==> src/rtl/ccff_loader_pkg.sv <==
// Shared types and helpers for the configuration-chain bitstream loader.
//   state_e   : loader FSM state encoding (3 bits)
//   RST_*     : reset values of the externally visible outputs
//   min_bits  : number of bits to take from the next word given bits left in the chain
package ccff_loader_pkg;

  typedef enum logic [2:0] {
    ST_IDLE  = 3'd0,
    ST_FETCH = 3'd1,
    ST_SHIFT = 3'd2,
    ST_HOLD  = 3'd3,
    ST_DONE  = 3'd4
  } state_e;

  localparam state_e RST_STATE  = ST_IDLE;
  localparam logic   RST_HEAD   = 1'b0;
  localparam logic   RST_CLK_EN = 1'b0;
  localparam logic   RST_ISOL_N = 1'b0;
  localparam logic   RST_DONE   = 1'b0;
  localparam logic   RST_ERROR  = 1'b0;
  localparam logic   RST_TAIL   = 1'b0;

  function automatic int unsigned min_bits(input int unsigned word_w,
                                           input int unsigned remaining);
    return (remaining < word_w) ? remaining : word_w;
  endfunction

endpackage

==> src/rtl/ccff_word_serializer.sv <==
// Word serializer for the configuration chain.
// Holds one bitstream word and presents it MSB first on a registered
// ccff_head, with ccff_clk_en high for exactly the cycles carrying a valid bit.
//   prog_clk, prog_reset_n : clock / async active-low reset
//   load, load_data, load_bits : capture a word and the number of its top bits to emit
//   shift      : advance to the next bit (parent is in its shift state)
//   clear      : drop the word immediately (abort)
//   word_last  : the bit on ccff_head this cycle is the last one of the word
//   ccff_head, ccff_clk_en : serial data and its per-bit enable
module ccff_word_serializer
  import ccff_loader_pkg::*;
#(
  parameter int unsigned WORD_W = 32,
  parameter int unsigned WB_W   = $clog2(WORD_W + 1)
) (
  input  logic              prog_clk,
  input  logic              prog_reset_n,
  input  logic              load,
  input  logic              shift,
  input  logic              clear,
  input  logic [WORD_W-1:0] load_data,
  input  logic [WB_W-1:0]   load_bits,
  output logic              word_last,
  output logic              ccff_head,
  output logic              ccff_clk_en
);

  logic [WORD_W-1:0] sreg_q, sreg_d;
  logic [WB_W-1:0]   wbits_q, wbits_d;
  logic              head_q, head_d;
  logic              en_q, en_d;

  // The MSB is moved straight into head_q on load so the first bit is on the
  // chain the cycle after the handshake; sreg then holds the bits still to come.
  always_comb begin
    sreg_d  = sreg_q;
    wbits_d = wbits_q;
    head_d  = head_q;
    en_d    = en_q;
    if (clear) begin
      sreg_d  = '0;
      wbits_d = '0;
      head_d  = RST_HEAD;
      en_d    = RST_CLK_EN;
    end else if (load) begin
      head_d  = load_data[WORD_W-1];
      en_d    = 1'b1;
      sreg_d  = load_data << 1;
      wbits_d = load_bits;
    end else if (shift) begin
      if (wbits_q > WB_W'(1)) begin
        head_d  = sreg_q[WORD_W-1];
        en_d    = 1'b1;
        sreg_d  = sreg_q << 1;
        wbits_d = wbits_q - WB_W'(1);
      end else begin
        // Last bit of the word is going out now; unused low bits are discarded.
        head_d  = 1'b0;
        en_d    = 1'b0;
        sreg_d  = '0;
        wbits_d = '0;
      end
    end
  end

  always_ff @(posedge prog_clk or negedge prog_reset_n) begin
    if (!prog_reset_n) begin
      sreg_q  <= '0;
      wbits_q <= '0;
      head_q  <= RST_HEAD;
      en_q    <= RST_CLK_EN;
    end else begin
      sreg_q  <= sreg_d;
      wbits_q <= wbits_d;
      head_q  <= head_d;
      en_q    <= en_d;
    end
  end

  assign word_last   = (wbits_q == WB_W'(1));
  assign ccff_head   = head_q;
  assign ccff_clk_en = en_q;

endmodule

==> src/rtl/ccff_bitstream_loader.sv <==
// Configuration-chain driver feeding the tile ccff_head input.
// Accepts bitstream words on a valid/ready stream, shifts exactly CHAIN_LEN
// bits MSB first into the chain, and keeps the fabric IO isolated until a
// fixed hold after the final bit.
//   prog_clk, prog_reset_n : clock / async active-low reset
//   start, abort           : single-cycle control pulses
//   s_valid, s_data, s_ready : bitstream word stream
//   ccff_head, ccff_clk_en : serial chain data and per-bit shift enable
//   ccff_tail              : chain output, captured for debug only
//   IO_ISOL_N              : fabric IO isolation (0 = isolated)
//   busy, done, error      : status
module ccff_bitstream_loader
  import ccff_loader_pkg::*;
#(
  parameter int unsigned CHAIN_LEN = 4096,
  parameter int unsigned WORD_W    = 32,
  parameter int unsigned ISOL_HOLD = 4,
  parameter int unsigned CNT_W     = $clog2(CHAIN_LEN + 1)
) (
  input  logic              prog_clk,
  input  logic              prog_reset_n,
  input  logic              start,
  input  logic              abort,
  input  logic              s_valid,
  input  logic [WORD_W-1:0] s_data,
  output logic              s_ready,
  output logic              ccff_head,
  output logic              ccff_clk_en,
  input  logic              ccff_tail,
  output logic              IO_ISOL_N,
  output logic              busy,
  output logic              done,
  output logic              error
);

  localparam int unsigned WB_W   = $clog2(WORD_W + 1);
  localparam int unsigned HOLD_W = (ISOL_HOLD > 0) ? $clog2(ISOL_HOLD + 1) : 1;

  state_e             state_q, state_d;
  logic [CNT_W-1:0]   remaining_q, remaining_d;
  logic [HOLD_W-1:0]  hold_q, hold_d;
  logic               done_q, done_d;
  logic               error_q, error_d;
  logic               io_isol_n_q, io_isol_n_d;
  logic               tail_q;

  logic               ser_load, ser_shift, ser_clear, word_last;
  logic [WB_W-1:0]    load_bits;

  assign load_bits = WB_W'(min_bits(WORD_W, 32'(remaining_q)));

  // State register
  always_ff @(posedge prog_clk or negedge prog_reset_n) begin
    if (!prog_reset_n) begin
      state_q     <= RST_STATE;
      remaining_q <= '0;
      hold_q      <= '0;
      done_q      <= RST_DONE;
      error_q     <= RST_ERROR;
      io_isol_n_q <= RST_ISOL_N;
      tail_q      <= RST_TAIL;
    end else begin
      state_q     <= state_d;
      remaining_q <= remaining_d;
      hold_q      <= hold_d;
      done_q      <= done_d;
      error_q     <= error_d;
      io_isol_n_q <= io_isol_n_d;
      tail_q      <= ccff_tail;
    end
  end

  // Next-state logic
  always_comb begin
    state_d     = state_q;
    remaining_d = remaining_q;
    hold_d      = hold_q;
    error_d     = error_q;
    case (state_q)
      ST_IDLE, ST_DONE: begin
        if (start) begin
          state_d     = ST_FETCH;
          remaining_d = CNT_W'(CHAIN_LEN);
          error_d     = 1'b0;
        end
      end
      ST_FETCH: begin
        if (abort) begin
          state_d = ST_IDLE;
          error_d = 1'b1;
        end else if (s_valid) begin
          state_d = ST_SHIFT;
        end
      end
      ST_SHIFT: begin
        if (abort) begin
          state_d = ST_IDLE;
          error_d = 1'b1;
        end else begin
          remaining_d = remaining_q - CNT_W'(1);
          // min_bits keeps the word boundary aligned with the chain end, so
          // remaining reaching zero always coincides with the word emptying.
          if (remaining_q == CNT_W'(1)) begin
            if (ISOL_HOLD == 0) begin
              state_d = ST_DONE;
            end else begin
              state_d = ST_HOLD;
              hold_d  = HOLD_W'(ISOL_HOLD);
            end
          end else if (word_last) begin
            state_d = ST_FETCH;
          end
        end
      end
      ST_HOLD: begin
        if (abort) begin
          state_d = ST_IDLE;
          error_d = 1'b1;
        end else if (hold_q <= HOLD_W'(1)) begin
          state_d = ST_DONE;
        end else begin
          hold_d = hold_q - HOLD_W'(1);
        end
      end
      default: state_d = ST_IDLE;
    endcase
    // Both flags follow the DONE state: set on entry, cleared by start, untouched by abort.
    done_d      = (state_d == ST_DONE);
    io_isol_n_d = (state_d == ST_DONE);
  end

  // Output logic
  always_comb begin
    s_ready   = 1'b0;
    busy      = 1'b0;
    ser_load  = 1'b0;
    ser_shift = 1'b0;
    ser_clear = 1'b0;
    case (state_q)
      ST_FETCH: begin
        s_ready   = 1'b1;
        busy      = 1'b1;
        ser_load  = s_valid && !abort;
        ser_clear = abort;
      end
      ST_SHIFT: begin
        busy      = 1'b1;
        ser_shift = !abort;
        ser_clear = abort;
      end
      ST_HOLD: begin
        busy      = 1'b1;
        ser_clear = abort;
      end
      default: ;
    endcase
  end

  ccff_word_serializer #(
    .WORD_W (WORD_W)
  ) u_ser (
    .prog_clk     (prog_clk),
    .prog_reset_n (prog_reset_n),
    .load         (ser_load),
    .shift        (ser_shift),
    .clear        (ser_clear),
    .load_data    (s_data),
    .load_bits    (load_bits),
    .word_last    (word_last),
    .ccff_head    (ccff_head),
    .ccff_clk_en  (ccff_clk_en)
  );

  assign IO_ISOL_N = io_isol_n_q;
  assign done      = done_q;
  assign error     = error_q;

endmodule

==> config.mk <==
export PLATFORM = sky130hd
export DESIGN_NAME = ccff_bitstream_loader
export DESIGN_NICKNAME = d
export VERILOG_FILES = /design/src/rtl/ccff_loader_pkg.sv /design/src/rtl/ccff_word_serializer.sv /design/src/rtl/ccff_bitstream_loader.sv
export SDC_FILE = /design/constraint.sdc
export NUM_CORES = 1
export LEC_CHECK = 0
export BUFFER_PORTS_ARGS = -buffer_cell sky130_fd_sc_hd__buf_2
export CAP_MARGIN = 5
export CORE_ASPECT_RATIO = 0.7
export CORE_MARGIN = 2
export CORE_UTILIZATION = 25
export CTS_CLUSTER_DIAMETER = 150
export DETAILED_ROUTE_END_ITERATION = 16
export GPL_ROUTABILITY_DRIVEN = 0
export HOLD_SLACK_MARGIN = 0.1
export PLACE_DENSITY = 0.51
export SLEW_MARGIN = 20
export SYNTH_ARGS = -nofsm -noshare
export SYNTH_HDL_FRONTEND = slang
export SYNTH_HIERARCHICAL = 1
export SYNTH_SLANG_ARGS = --single-unit
==> constraint.sdc <==
create_clock -name prog_clk -period 2.96 [get_ports prog_clk]
set_input_delay 0.296 -clock prog_clk [delete_from_list [all_inputs] [get_ports prog_clk]]
set_output_delay 0.296 -clock prog_clk [all_outputs]
set_load 0.02 [all_outputs]
=== Word level (Yosys, flattened, before mapping) ===
Cells that the tools add are included.

* Reduce and logical (&&, ||, !) cells: 12
* Equal/unequal tests: 13
* Magnitude comparators: 3
* $add $sub $neg: 3
* Mux-type cells: 42

{| class="wikitable"
|+ Operators by type and width
! kind !! number
|-
| $mux 32 || 4
|-
| $mux 3 || 12
|-
| $mux 6 || 5
|-
| $mux 13 || 2
|-
| $pmux 13 s2 || 1
|-
| $mux 1 || 15
|-
| $eq 13x1->1 const B || 1
|-
| $lt 13x6->1 const B || 1
|-
| $sub 13x1->13 const B || 1
|-
| $pmux 3 s4 || 1
|-
| $ne 2x2->1 const B || 5
|-
| $eq 3x2->1 const B || 2
|-
| $eq 3x3->1 const B || 2
|-
| $eq 6x1->1 const B || 1
|-
| $gt 6x1->1 const B || 1
|-
| $pmux 3 s2 || 1
|-
| $reduce_and 3->1 || 2
|-
| $reduce_bool 2->1 || 3
|-
| $sub 6x1->6 const B || 1
|-
| $reduce_and 5->1 || 1
|-
| $eq 3x1->1 const B || 1
|-
| $le 3x1->1 const B || 1
|-
| $logic_not 3->1 || 1
|-
| $reduce_bool 3->1 || 1
|-
| 7 further kinds || 7
|}

* Output and inout bits: 7
* Input port bits: 38
* Word-level logic and storage cells: 82
* Bits in registers: 61

=== Logic depth before layout (Yosys ltp) ===
Gate-level depths: netlist of the first run.

* Depth in word-level cells: 6
* Depth in mapped cells: 10
* Mapped depth without buffers: 6

=== By module ===
Netlist of the first run, hierarchy kept.

{| class="wikitable"
|+ By module, submodules not included
! module !! times used !! seq. area each (sq um) !! area an instance (sq um) !! cells each
|-
| ccff_word_serializer || 1 || 975.9 || 2,064.5 || 193
|-
| ccff_bitstream_loader || 1 || 525.5 || 1,232.4 || 129
|}

=== Worst setup path after synthesis of the first run ===
No wires, ideal clock.

* Path kind: register -> register
* From: reg state_q[0]
* To: reg u_ser.wbits_q[4]
* Setup time: 0.132 ns
* Cell stages (with the launch flop): 10
* Path slack: 0.724 ns
* Data required time: 2.828 ns
* Arrival time: 2.105 ns
* Path buffers: 3
* Clock period less this slack: 2.236 ns
* Cells stage by stage: dfrtp_1 > buf_6 > or4b_4 > clkinv_2 > buf_6 > buf_2 > nor4bb_1 > mux2_2 > mux2i_1 > nor2_1

* Elaborated cells on any way between the ends: 10
* Classes of those cells: eq/ne (3); mux (5); reduce/logical (2)

{| class="wikitable"
|+ RTL lines
! what !! line !! source
|-
| start, declared || ccff_bitstream_loader.sv:39 || <nowiki>state_e state_q, state_d;</nowiki>
|-
| start signal, assigned || ccff_bitstream_loader.sv:63 || <nowiki>state_q <= state_d;</nowiki>
|-
| $eq 3x2->1 || ccff_bitstream_loader.sv:139 || <nowiki>case (state_q)</nowiki>
|-
| $mux 1 || ccff_bitstream_loader.sv:139 ||
|-
| net ser_shift || ccff_bitstream_loader.sv:47 || <nowiki>logic ser_load, ser_shift, ser_clear, word_last;</nowiki>
|-
| $reduce_bool 3->1 (no source line) || - ||
|-
| end signal, assigned || ccff_word_serializer.sv:74 || <nowiki>wbits_q <= wbits_d;</nowiki>
|-
| end, declared || ccff_word_serializer.sv:29 || <nowiki>logic [WB_W-1:0] wbits_q, wbits_d;</nowiki>
|}

The timed path passes the listed nets, and every way through them passes these cells.
A chain may end at the register's enable or synchronous reset.

=== Final worst setup path of the first run ===
* From: reg state_q[0]
* To: reg u_ser.sreg_q[14]

* Longest elaborated chain between the ends: 4
* Elaborated cells on any way between the ends: 10
* Classes of those cells: eq/ne (3); mux (5); reduce/logical (2)

{| class="wikitable"
|+ RTL lines
! what !! line !! source
|-
| $eq 3x2->1 or $eq 3x1->1 (tied branches) || ccff_bitstream_loader.sv:139 ||
|-
| $reduce_or 3->1 (no source line) or $mux 1 (tied branches) || - ||
|-
| $mux 1 or $mux 32 (tied branches) || ccff_bitstream_loader.sv:139, ccff_word_serializer.sv:45 ||
|-
| $reduce_bool 3->1 (no source line) or $mux 32 (tied branches) || - ||
|-
| end signal, assigned || ccff_word_serializer.sv:73 || <nowiki>sreg_q <= sreg_d;</nowiki>
|-
| end, declared || ccff_word_serializer.sv:28 || <nowiki>logic [WORD_W-1:0] sreg_q, sreg_d;</nowiki>
|}

Several ways; a longest one is shown, not always the timed one.

==> metrics.log, run 1 <==
[metrics] result of the run: finished, final reports clean
[metrics] type of the most critical hold path: in -> async
[metrics] number of buffers inserted to repair setup after CTS: 0
[metrics] number of enable flip-flop cells after synthesis: 0
[metrics] Switch Pwr: 1.05 mW
[metrics] core region area: 13000 µm²
[metrics] power density over the cells: 803 nW/µm²
[metrics] share of post-route cells with drive strength above 1: 23.8%
[metrics] Clk pwr share: 33.5%
[metrics] wire length on met2: 3020 µm
[metrics] total internal power: 2.16 mW
[metrics] largest incremental delay on the critical path: 0.60 ns
[metrics] overall via count from detail_route: 2570
[metrics] wire length the detailed router placed on met1: 4020 µm
[metrics] iteration-0 DRC count of the detailed router: 143
[metrics] Syn-to-layout area delta: 20.9%
[metrics] period utilisation layout: 80.7%
[metrics] Slew Viols, Final: 0
[metrics] CTS tree: built
[metrics] number of core rows: 35
[metrics] required time reported for the critical path endpoint: 3.21 ns
[metrics] first-pass GRT wire length: 12700 µm
[metrics] antenna violations before repair: 0
[metrics] Max transition margin: 46.4%
[metrics] critical path buffer and inverter count: 3
[metrics] number of global-route vias before repair: 2447
[metrics] portion of synthesized cell area occupied by the leading cell type: 45.5%
[metrics] hpwl dp: 5040 µm
[metrics] wire length per cell after detailed routing: 14.0 µm
[metrics] via-per-instance ratio: 4.84
[metrics] share of async-settable or async-resettable flops after synthesis: 100%
[metrics] Root Buffer Master: sky130_fd_sc_hd__clkbuf_16
[metrics] Overflow after GRT: 0
[metrics] initial cell density of the core: 25.3%
[metrics] Synth Instances: 322
[metrics] number of iterations in the first detailed-routing pass: 4
[metrics] ordered cell list for the critical path: or4b_4, clkinv_2, inv_1, a211oi_4, buf_4, a221oi_1, nor2_1
[metrics] count of input and output buffers: 43
[metrics] sequential cell area fraction in the yosys report: 45.5%
[metrics] Leakage Power: 1.77 nW
[metrics] Non-Filler Instances: 531
[metrics] H-Tree Depth: 3
[metrics] peak supply drop: 0.356 mV
[metrics] Synthesized Nets: 366
[metrics] count of boundary I/O pins: 45
[metrics] cell area after technology mapping: 3300 µm²
[metrics] synth top area cells: sky130_fd_sc_hd__dfrtp_1, sky130_fd_sc_hd__nor3b_1, sky130_fd_sc_hd__nor2_1
[metrics] Seq pwr share: 37.3%
[metrics] synth unique cells: 51
[metrics] biggest area consumer among synthesized cells: sky130_fd_sc_hd__dfrtp_1
[metrics] final worst hold slack: 0.0609 ns
[metrics] Clock Sinks: 60
[metrics] met3 wire length: 354 µm
[metrics] Clock Path Buffers: 2
[metrics] floorplan die height: 100 µm
[metrics] top achievable clock speed: 0.419 GHz
[metrics] insertion delay of the later-clocked pin in the worst-skew pair: 0.33 ns
[metrics] total global-route track usage: 11.4%
[metrics] number of nets in the final layout: 404
[metrics] Post-CTS Hold Fix Bufs: 0
[metrics] number of diodes added for antenna fixing: 0
[metrics] total wire length after detailed routing: 7460 µm
[metrics] area of the die: 14100 µm²
[metrics] Final setup violation count: 0
[metrics] Placed Cells incl. Taps: 515
[metrics] maximum fanout along the worst path: 35
[metrics] commonest register cell after synthesis: sky130_fd_sc_hd__dfrtp_1
[metrics] highest-delay cell along the critical path: sky130_fd_sc_hd__or4b_4
[metrics] slew of the pin with the lowest slew margin: 0.804 ns
[metrics] setup TNS: 0 ns
[metrics] cts bufs inserted: 9
[metrics] number of hold-slack violations in the final timing report: 0
[metrics] average cell area after synthesis: 10.2 µm²
[metrics] min cycle time layout: 2.39 ns
[metrics] Combinational Power Share: 29.2%
[metrics] Total Power: 3.20 mW
[metrics] number of warnings issued by yosys: 6
[metrics] startpoint-to-endpoint class of the critical path: reg -> reg
[metrics] final clock skew: 0.00883 ns
[metrics] data arrival time of the critical path: 2.64 ns
[metrics] core utilization of the finished layout: 30.7%
[metrics] proportion of total power due to net switching: 32.7%
[metrics] max-cap violations: 0
[metrics] sort of element at the end of the critical path: register
[metrics] Resize count post-CTS: 0
[metrics] Clk pin slew, worst setup/hold paths: 0.05 ns
[metrics] maximum number of pins on one net before global-route repair: 63
[metrics] crit-path leading delay family: buffers and inverters
[metrics] unrepaired setup endpoints after global routing: no
[metrics] Die Wd: 141 µm
[metrics] FF+latch count, synth: 60
[metrics] uppermost metal layer occupied by signal nets: met4
[metrics] Antenna Nets Post-Route: 0
[metrics] DR DRC count: 0
[metrics] type of origin of the critical path: register
==> layout by cell type, fill, tap and decap left out, types with 2 or more instances in the layout <==
cell,synthesis,layout
sky130_fd_sc_hd__dfrtp_1,60,60
sky130_fd_sc_hd__nor2_1,56,56
sky130_fd_sc_hd__buf_2,7,43
sky130_fd_sc_hd__nor3b_1,35,34
sky130_fd_sc_hd__a221oi_1,22,22
sky130_fd_sc_hd__inv_1,12,12
sky130_fd_sc_hd__a221oi_2,11,11
sky130_fd_sc_hd__nand2_1,10,10
sky130_fd_sc_hd__clkbuf_16,0,9
sky130_fd_sc_hd__a21oi_1,8,8
sky130_fd_sc_hd__xor2_1,7,7
sky130_fd_sc_hd__buf_4,1,7
sky130_fd_sc_hd__ha_1,6,6
sky130_fd_sc_hd__nor4_1,5,5
sky130_fd_sc_hd__and2_1,5,5
sky130_fd_sc_hd__nor3_1,4,4
sky130_fd_sc_hd__nand3_1,4,4
sky130_fd_sc_hd__o31ai_1,4,4
sky130_fd_sc_hd__or4_1,4,4
sky130_fd_sc_hd__nand2b_1,3,3
sky130_fd_sc_hd__nor2b_1,3,3
sky130_fd_sc_hd__nand4b_1,3,3
sky130_fd_sc_hd__mux2i_1,3,3
sky130_fd_sc_hd__clkbuf_8,0,3
sky130_fd_sc_hd__a222oi_1,3,3
sky130_fd_sc_hd__clkinv_2,1,2
sky130_fd_sc_hd__or3_1,2,2
sky130_fd_sc_hd__xnor2_1,2,2
sky130_fd_sc_hd__o21ai_0,2,2
sky130_fd_sc_hd__o22ai_1,2,2
sky130_fd_sc_hd__buf_12,0,2
==> sequential cells by signal, summed over array words and instances, names as in the netlist, 3 cells and up <==
register       flops
u_ser/sreg_q      31
remaining_q       13
u_ser/wbits_q      6
hold_q             3
state_q            3
==> stage by stage <==
step | setup WS (ns) | instance area, µm²
2_1_floorplan | 0.724 | 3300
3_3_place_gp | 0.602 | 3670
3_5_place_dp | 0.571 | 3670
4_1_cts | 0.560 | 3990
5_1_grt | 0.387 | 3990
6_report | 0.571 | 3990
==> cells in the mapped netlist, types with 2 or more instances <==
library cell / count
sky130_fd_sc_hd__o21ai_0: 2
sky130_fd_sc_hd__nand2_1: 10
sky130_fd_sc_hd__a221oi_1: 22
sky130_fd_sc_hd__buf_6: 5
sky130_fd_sc_hd__a222oi_1: 3
sky130_fd_sc_hd__a21oi_1: 8
sky130_fd_sc_hd__or3_1: 2
sky130_fd_sc_hd__nand4b_1: 3
sky130_fd_sc_hd__mux2i_1: 3
sky130_fd_sc_hd__and2_1: 5
sky130_fd_sc_hd__nor4_1: 5
sky130_fd_sc_hd__nor3_1: 4
sky130_fd_sc_hd__dfrtp_1: 60
sky130_fd_sc_hd__xor2_1: 7
sky130_fd_sc_hd__inv_1: 12
sky130_fd_sc_hd__nand2b_1: 3
sky130_fd_sc_hd__ha_1: 6
sky130_fd_sc_hd__nor2_1: 56
sky130_fd_sc_hd__o31ai_1: 4
sky130_fd_sc_hd__o22ai_1: 2
sky130_fd_sc_hd__a221oi_2: 11
sky130_fd_sc_hd__clkbuf_1: 11
sky130_fd_sc_hd__nor3b_1: 35
sky130_fd_sc_hd__nor2b_1: 3
sky130_fd_sc_hd__nand3_1: 4
sky130_fd_sc_hd__xnor2_1: 2
sky130_fd_sc_hd__or4_1: 4
sky130_fd_sc_hd__buf_2: 7
==> cell families (layout without fill, tap and decap cells) <==
family,after synthesis,count (layout),share of synthesized area (%)
AND/OR/NAND/NOR,141,141,24.3
buffers and inverters,38,81,5.88
flip-flops,60,60,45.5
adder cells (fa/ha/maj),6,6,2.28
XOR/XNOR,9,9,2.39
multiplexers,4,4,1.25
AO/OA/AOI/OAI,64,64,18.4
==> power groups by stage <==
stage	Combinational (mW)	Sequential, mW	Clock [mW]
6_report	0.937	1.20	1.07
3_3_place_gp	0.922	1.20	0
2_1_floorplan	0.728	1.17	0
4_1_cts	0.948	1.20	1.10
5_1_grt	1.06	1.23	1.15
3_5_place_dp	0.939	1.21	0
==> metal layers <==
metal,vias to the layer above,track usage [%]
li1,1266,-
met2,49,15.1
met4,0,3.46
met5,-,0
met3,4,3.96
met1,1251,17.0
==> final timing paths <==
check	end	cells past startpoint	from	slack, ns
setup reg to reg	u_ser/sreg_q[14]	7	state_q[0]	0.57
setup / recovery	u_ser/sreg_q[14]	7	state_q[0]	0.57
hold / removal	u_ser/sreg_q[12]	1	prog_reset_n	0.06
hold reg to reg	error	1	error	0.48
max in group asynchronous	u_ser/sreg_q[27]	2	prog_reset_n	2.19
min in group prog_clk	u_ser/sreg_q[1]	3	s_data[0]	0.22
==> layout make-up <==
type / instances / area [µm²]
fill: 1338 / 9020
multi-input combinational: 224 / 1610
sequential: 60 / 1500
timing repair buffer: 52 / 308
clock buffer: 13 / 270
tap: 166 / 208
inverter: 13 / 50.0
clock inverter: 3 / 43.8
Note: power is estimated with default switching activity, not from simulation.
==> run 2: changes to the inputs <==
--- a/config.mk
+++ b/config.mk
@@ -14,7 +14,7 @@
 export DETAILED_ROUTE_END_ITERATION = 16
 export GPL_ROUTABILITY_DRIVEN = 0
 export HOLD_SLACK_MARGIN = 0.1
-export PLACE_DENSITY = 0.51
+export PLACE_DENSITY = 0.53
 export SLEW_MARGIN = 20
 export SYNTH_ARGS = -nofsm -noshare
 export SYNTH_HDL_FRONTEND = slang
==> constraint.sdc (replaced) <==
create_clock -name prog_clk -period 2.16 [get_ports prog_clk]
set_input_delay 0.216 -clock prog_clk [delete_from_list [all_inputs] [get_ports prog_clk]]
set_output_delay 0.216 -clock prog_clk [all_outputs]
set_load 0.02 [all_outputs]
==> run 2 against run 1 <==
Net effect: clock power grew 31%; hold slack improved by 0.087 ns; cell count increased by 2.3%; critical endpoint is now u_ser/ccff_head.
==> metrics.log, run 2 (synthesis results as in run 1) <==
[metrics] result of the run: finished, final reports clean
[metrics] largest incremental delay on the critical path: 0.59 ns
[metrics] floorplan die height: 100 µm
[metrics] share of post-route cells with drive strength above 1: 26.5%
[metrics] CTS tree: built
[metrics] highest-delay cell along the critical path: sky130_fd_sc_hd__or4b_4
[metrics] total global-route track usage: 11.8%
[metrics] Layout fillers: 1333
[metrics] Clock Path Buffers: 2
[metrics] biggest regs: u_ser/sreg_q (31), remaining_q (13), u_ser/wbits_q (6)
[metrics] reg-to-reg startpoint: state_q[2]
[metrics] maximum fanout along the worst path: 22
[metrics] type of origin of the critical path: register
[metrics] first-pass GRT wire length: 13300 µm
[metrics] number of core rows: 35
[metrics] period utilisation layout: 93.0%
[metrics] max-cap violations: 0
[metrics] iteration-0 DRC count of the detailed router: 147
[metrics] Final setup violation count: 0
[metrics] area of all placed cells without fillers: 4080 µm²
[metrics] Antenna Nets Post-Route: 0
[metrics] via-per-instance ratio: 4.88
[metrics] Register-to-Register Setup Slack: 0.15 ns
[metrics] most common cell after layout, fill and taps aside: sky130_fd_sc_hd__dfrtp_1
[metrics] Overflow after GRT: 0
[metrics] reg2reg path depth: 6
[metrics] number of buffers inserted to repair setup after CTS: 0
[metrics] Critical R2R Capture: u_ser/ccff_head
[metrics] count of input and output buffers: 43
[metrics] Resize count post-CTS: 0
[metrics] Root Buffer Master: sky130_fd_sc_hd__clkbuf_16
[metrics] Post-CTS Hold Fix Bufs: 1
[metrics] startpoint-to-endpoint class of the critical path: reg -> reg
[metrics] hpwl dp: 5170 µm
[metrics] Clock Sinks: 60
[metrics] unrepaired setup endpoints after global routing: no
[metrics] data arrival time of the critical path: 2.22 ns
[metrics] Die Wd: 141 µm
[metrics] peak supply drop: 0.431 mV
[metrics] number of iterations in the first detailed-routing pass: 4
[metrics] FF+latch area: 1500 µm²
[metrics] power density over the cells: 1080 nW/µm²
[metrics] Hold Path End: u_ser/sreg_q[24]
[metrics] worst hold start: s_data[23]
[metrics] sort of element at the end of the critical path: register
[metrics] cell area after placement: 3780 µm²
[metrics] final clock skew: 0.00360 ns
[metrics] Placed Cells incl. Taps: 526
[metrics] number of global-route vias before repair: 2580
[metrics] slew of the pin with the lowest slew margin: 0.530 ns
[metrics] type of the most critical hold path: in -> reg
[metrics] area of combinational cells with multiple inputs: 1610 µm²
[metrics] count of boundary I/O pins: 45
[metrics] core region area: 13000 µm²
[metrics] insertion delay of the later-clocked pin in the worst-skew pair: 0.33 ns
[metrics] met1 capacity usage during global routing: 17.3%
[metrics] cts bufs inserted: 9
[metrics] overall via count from detail_route: 2650
[metrics] Non-Filler Instances: 543
[metrics] DR DRC count: 0
[metrics] setup TNS: 0 ns
[metrics] Leakage Power: 1.82 nW
[metrics] met2 track utilization from global routing: 16.6%
[metrics] number of stages on the worst hold path: 3
[metrics] wire length per cell after detailed routing: 14.4 µm
[metrics] number of diodes added for antenna fixing: 0
[metrics] antenna violations before repair: 0
[metrics] number of nets in the final layout: 416
[metrics] number of flip-flops in the largest register: 31
[metrics] H-Tree Depth: 3
[metrics] maximum number of pins on one net before global-route repair: 61
[metrics] met3 track demand over resource: 3.96%
[metrics] Top reg by flops: u_ser/sreg_q
[metrics] cell type with the highest occurrence count on the critical path: sky130_fd_sc_hd__nor2_1
[metrics] most frequent cells in the layout: sky130_fd_sc_hd__dfrtp_1, sky130_fd_sc_hd__nor2_1, sky130_fd_sc_hd__buf_2, sky130_fd_sc_hd__nor3b_1, sky130_fd_sc_hd__a221oi_1
[metrics] total wire length after detailed routing: 7830 µm
[metrics] number of hold-slack violations in the final timing report: 0
[metrics] Max transition margin: 64.4%
[metrics] ordered cell list for the critical path: or4b_4, clkinv_4, buf_4, nor2_1, a222oi_1, nor2_1
[metrics] initial cell density of the core: 25.3%
[metrics] top achievable clock speed: 0.498 GHz
[metrics] layer with the highest usage after global routing: met1
[metrics] area of the die: 14100 µm²
[metrics] Slew Viols, Final: 0
[metrics] Clk pin slew, worst setup/hold paths: 0.05 ns
[metrics] Syn-to-layout area delta: 23.8%
[metrics] required time reported for the critical path endpoint: 2.37 ns
[metrics] min cycle time layout: 2.01 ns
-- run 2: worst max-delay path, delay by kind of cell, from the launching register on --
| family | cells | cell delay [ns] |
|---|---|---|
| AO/OA/AOI/OAI | 1 | 0.32 |
| buffers and inverters | 2 | 0.42 |
| flip-flops | 1 | 0.38 |
| AND/OR/NAND/NOR | 3 | 0.77 |
-- run 2: through the flow --
step	utilization [%]	power [mW]	worst slack, ns	hold WS [ns]
3_5_place_dp	29.1	3.03	0.169	0.256
5_1_grt	31.4	4.75	0.0480	0.146
4_1_cts	31.4	4.47	0.147	0.134
6_report	31.4	4.42	0.150	0.147
3_3_place_gp	29.1	2.98	0.155	0.254
2_1_floorplan	-	2.60	0.00606	-0.0796
-- run 2: area by class of cell --
type,count,share of cell area [%]
multi-input combinational,224,39.5
sequential,60,36.8
timing repair buffer,64,10.1
clock buffer,9,5.52
tap,166,5.09
clock inverter,7,1.66
inverter,13,1.32
-- run 2: how the worst max path moves through the flow --
stage / start / endpoint / slack, ns / cells after the start
final: state_q[2] / u_ser/ccff_head / 0.15 / 6
after CTS: state_q[2] / u_ser/sreg_q[30] / 0.15 / 6
after floorplan: state_q[0] / u_ser/wbits_q[4] / 0.006 / 9
after global placement: state_q[2] / u_ser/wbits_q[4] / 0.16 / 6
after detailed placement: state_q[2] / u_ser/sreg_q[30] / 0.17 / 6
after global routing: state_q[2] / u_ser/sreg_q[21] / 0.05 / 7
-- run 2: where the power goes --
| part | switching, mW | total, mW | internal [mW] |
|---|---|---|---|
| clock network | 0.516 | 1.40 | 0.885 |
| registers | 0.216 | 1.61 | 1.39 |
| logic | 0.769 | 1.41 | 0.636 |
| total | 1.50 | 4.42 | 2.91 |
-- run 2: layer usage --
layer  part of all wire [%]  routed length (µm)
met5                      0                   0
met4                   0.89                  70
met3                    4.3                 336
met1                     53                4130
met2                     42                3290
==> run 3: changes to the inputs <==
--- a/config.mk
+++ b/config.mk
@@ -18,5 +18,4 @@
 export SLEW_MARGIN = 20
 export SYNTH_ARGS = -nofsm -noshare
 export SYNTH_HDL_FRONTEND = slang
-export SYNTH_HIERARCHICAL = 1
 export SYNTH_SLANG_ARGS = --single-unit
==> run 3 against run 2 <==
Net effect: critical path depth is 2 lower; total power is 1.4% higher; utilization is 0.90 points higher; fmax is 6.4% higher; register-to-register slack better by 0.12 ns; hold slack worse by 0.0076 ns; cell count is 9.4% lower; critical endpoint is now remaining_q[9].
==> metrics.log, run 3 <==
[metrics] maximum number of pins on one net before global-route repair: 45
[metrics] peak supply drop: 0.567 mV
[metrics] number of global-route vias before repair: 2362
[metrics] Root Buffer Master: sky130_fd_sc_hd__clkbuf_16
[metrics] iteration-0 DRC count of the detailed router: 152
[metrics] commonest register cell after synthesis: sky130_fd_sc_hd__dfrtp_1
[metrics] Clock Path Buffers: 2
[metrics] crit-path leading delay family: simple AND/OR/NAND/NOR gates
[metrics] antenna violations before repair: 0
[metrics] synthesized-area fraction occupied by adder cells: 2.46%
[metrics] largest family of logic cells by synthesized area: compound AO/OA/AOI/OAI gates
[metrics] hpwl dp: 5200 µm
[metrics] core region area: 11800 µm²
[metrics] CTS tree: built
[metrics] type of origin of the critical path: register
[metrics] largest incremental delay on the critical path: 0.51 ns
[metrics] Clk pin slew, worst setup/hold paths: 0.05 ns
[metrics] number of iterations in the first detailed-routing pass: 4
[metrics] Compound-Gate Fraction of Synth Area: 30.7%
[metrics] Final setup violation count: 0
[metrics] required time reported for the critical path endpoint: 2.41 ns
[metrics] Post-synth top cells: sky130_fd_sc_hd__dfrtp_1, sky130_fd_sc_hd__a22oi_1, sky130_fd_sc_hd__o2bb2ai_1
[metrics] Slew Viols, Final: 0
[metrics] period utilisation layout: 87.5%
[metrics] number of diodes added for antenna fixing: 0
[metrics] data arrival time of the critical path: 2.14 ns
[metrics] XOR/XNOR Fraction of Synth Area: 2.01%
[metrics] Die Wd: 136 µm
[metrics] count of input and output buffers: 43
[metrics] via-per-instance ratio: 5.00
[metrics] multiplexer share of the synthesized area: 0.327%
[metrics] area of the die: 13100 µm²
[metrics] ordered cell list for the critical path: nor4b_4, o21ai_1, or4_1, a21oi_1
[metrics] number of core rows: 33
[metrics] insertion delay of the later-clocked pin in the worst-skew pair: 0.32 ns
[metrics] result of the run: finished, final reports clean
[metrics] portion of synthesized cell area occupied by the leading cell type: 49.1%
[metrics] cts bufs inserted: 9
[metrics] number of enable flip-flop cells after synthesis: 0
[metrics] Syn-to-layout area delta: 24.7%
[metrics] total global-route track usage: 12.1%
[metrics] wire length per cell after detailed routing: 15.3 µm
[metrics] number of hold-slack violations in the final timing report: 0
[metrics] Max transition margin: 67.2%
[metrics] most frequent cells in the layout: sky130_fd_sc_hd__dfrtp_1, sky130_fd_sc_hd__buf_2, sky130_fd_sc_hd__o2bb2ai_1, sky130_fd_sc_hd__a22oi_1, sky130_fd_sc_hd__a21oi_1
[metrics] sequential cell area fraction in the yosys report: 49.1%
[metrics] min cycle time layout: 1.89 ns
[metrics] DR DRC count: 0
[metrics] average cell area after synthesis: 10.9 µm²
[metrics] Layout fillers: 1228
[metrics] final clock skew: 0.00614 ns
[metrics] total wire length after detailed routing: 7510 µm
[metrics] cell area after technology mapping: 3060 µm²
[metrics] highest-delay cell along the critical path: sky130_fd_sc_hd__dfrtp_1
[metrics] initial cell density of the core: 25.9%
[metrics] Antenna Nets Post-Route: 0
[metrics] power density over the cells: 1170 nW/µm²
[metrics] biggest regs: u_ser.sreg_q (31), remaining_q (13), u_ser.wbits_q (6)
[metrics] dominant cell by count in the synthesized netlist: sky130_fd_sc_hd__dfrtp_1
[metrics] number of warnings issued by yosys: 0
[metrics] Synthesized Nets: 324
[metrics] critical path buffer and inverter count: 0
[metrics] maximum fanout along the worst path: 10
[metrics] number of flip-flops in the largest register: 31
[metrics] Overflow after GRT: 0
[metrics] first-pass GRT wire length: 12500 µm
[metrics] max-cap violations: 0
[metrics] overall via count from detail_route: 2462
[metrics] area of combinational cells with multiple inputs: 1440 µm²
[metrics] number of nets in the final layout: 374
[metrics] unrepaired setup endpoints after global routing: no
[metrics] synth unique cells: 54
[metrics] Top reg by flops: u_ser.sreg_q
[metrics] Clock Sinks: 60
[metrics] Total Power: 4.48 mW
[metrics] H-Tree Depth: 3
[metrics] synth top area cells: sky130_fd_sc_hd__dfrtp_1, sky130_fd_sc_hd__o2bb2ai_1, sky130_fd_sc_hd__a22oi_1
[metrics] FF+latch count, synth: 60
[metrics] FF+latch area: 1500 µm²
[metrics] most common cell after layout, fill and taps aside: sky130_fd_sc_hd__dfrtp_1
[metrics] startpoint-to-endpoint class of the critical path: reg -> reg
[metrics] Leakage Power: 1.58 nW
[metrics] biggest area consumer among synthesized cells: sky130_fd_sc_hd__dfrtp_1
[metrics] sort of element at the end of the critical path: register
[metrics] setup TNS: 0 ns
[metrics] final worst hold slack: 0.140 ns
[metrics] share of post-route cells with drive strength above 1: 25.7%
[metrics] slew of the pin with the lowest slew margin: 0.486 ns
[metrics] Synth Instances: 280
[metrics] top achievable clock speed: 0.529 GHz
[metrics] type of the most critical hold path: in -> reg
[metrics] simple-gate area share of the yosys netlist: 11.2%
[metrics] count of boundary I/O pins: 45
[metrics] share of async-settable or async-resettable flops after synthesis: 100%
[metrics] floorplan die height: 96.5 µm
-- run 3: report_power, final --
group	internal (mW)	leakage (nW)	switching, mW
Sequential	1.35	0.811	0.252
Combinational	0.672	0.643	0.913
Clock	0.802	0.129	0.489
Total	2.82	1.58	1.65
-- run 3: cell type report --
cell class	count	share of cell area, %
sequential	60	39.4
multi-input combinational	192	37.8
timing repair buffer	58	9.65
clock buffer	12	6.47
tap	157	5.15
inverter	9	0.886
clock inverter	4	0.656
-- run 3: final timing paths --
path | startpoint | to | slack (ns) | depth (start not counted)
max | state_q[0] | remaining_q[9] | 0.27 | 4
min | s_data[0] | u_ser.sreg_q[1] | 0.14 | 2
max reg2reg | state_q[0] | remaining_q[9] | 0.27 | 4
min reg2reg | u_ser.ccff_head | u_ser.ccff_head | 0.49 | 1
max in group asynchronous | prog_reset_n | remaining_q[7] | 1.23 | 3
min in group asynchronous | prog_reset_n | u_ser.sreg_q[13] | 0.36 | 2
-- run 3: stage by stage --
| stage | area (µm²) | setup WS [ns] | util (%) | instances |
|---|---|---|---|---|
| floorplan | 3060 | 0.456 | - | 280 |
| CTS | 3810 | 0.256 | 32.3 | 492 |
| global placement | 3530 | 0.337 | 29.9 | 475 |
| finish | 3810 | 0.271 | 32.3 | 492 |
| detailed placement | 3530 | 0.272 | 29.9 | 475 |
| global route | 3810 | 0.0682 | 32.3 | 492 |
-- run 3: logic make-up (layout without fill, tap and decap cells) --
logic type / after synthesis / count (layout)
AO/OA/AOI/OAI: 122 / 122
XOR/XNOR: 7 / 7
adder cells (fa/ha/maj): 6 / 6
buffers and inverters: 28 / 83
flip-flops: 60 / 60
multiplexers: 1 / 1
AND/OR/NAND/NOR: 56 / 56
-- run 3: what timing repair did --
action                                 CTS  global route
endpoints found under the hold margin   16             0
buffers inserted                         0             0
resized for setup                        0             0
hold buffers                             1             0
-- run 3: layer usage --
layer / GRT usage (%) / up-vias / share of wire (%)
li1: - / 1204 / -
met1: 18.6 / 1214 / 53
met2: 16.5 / 37 / 42
met3: 2.71 / 7 / 3.2
met4: 3.91 / 0 / 0.93
met5: 0 / - / 0
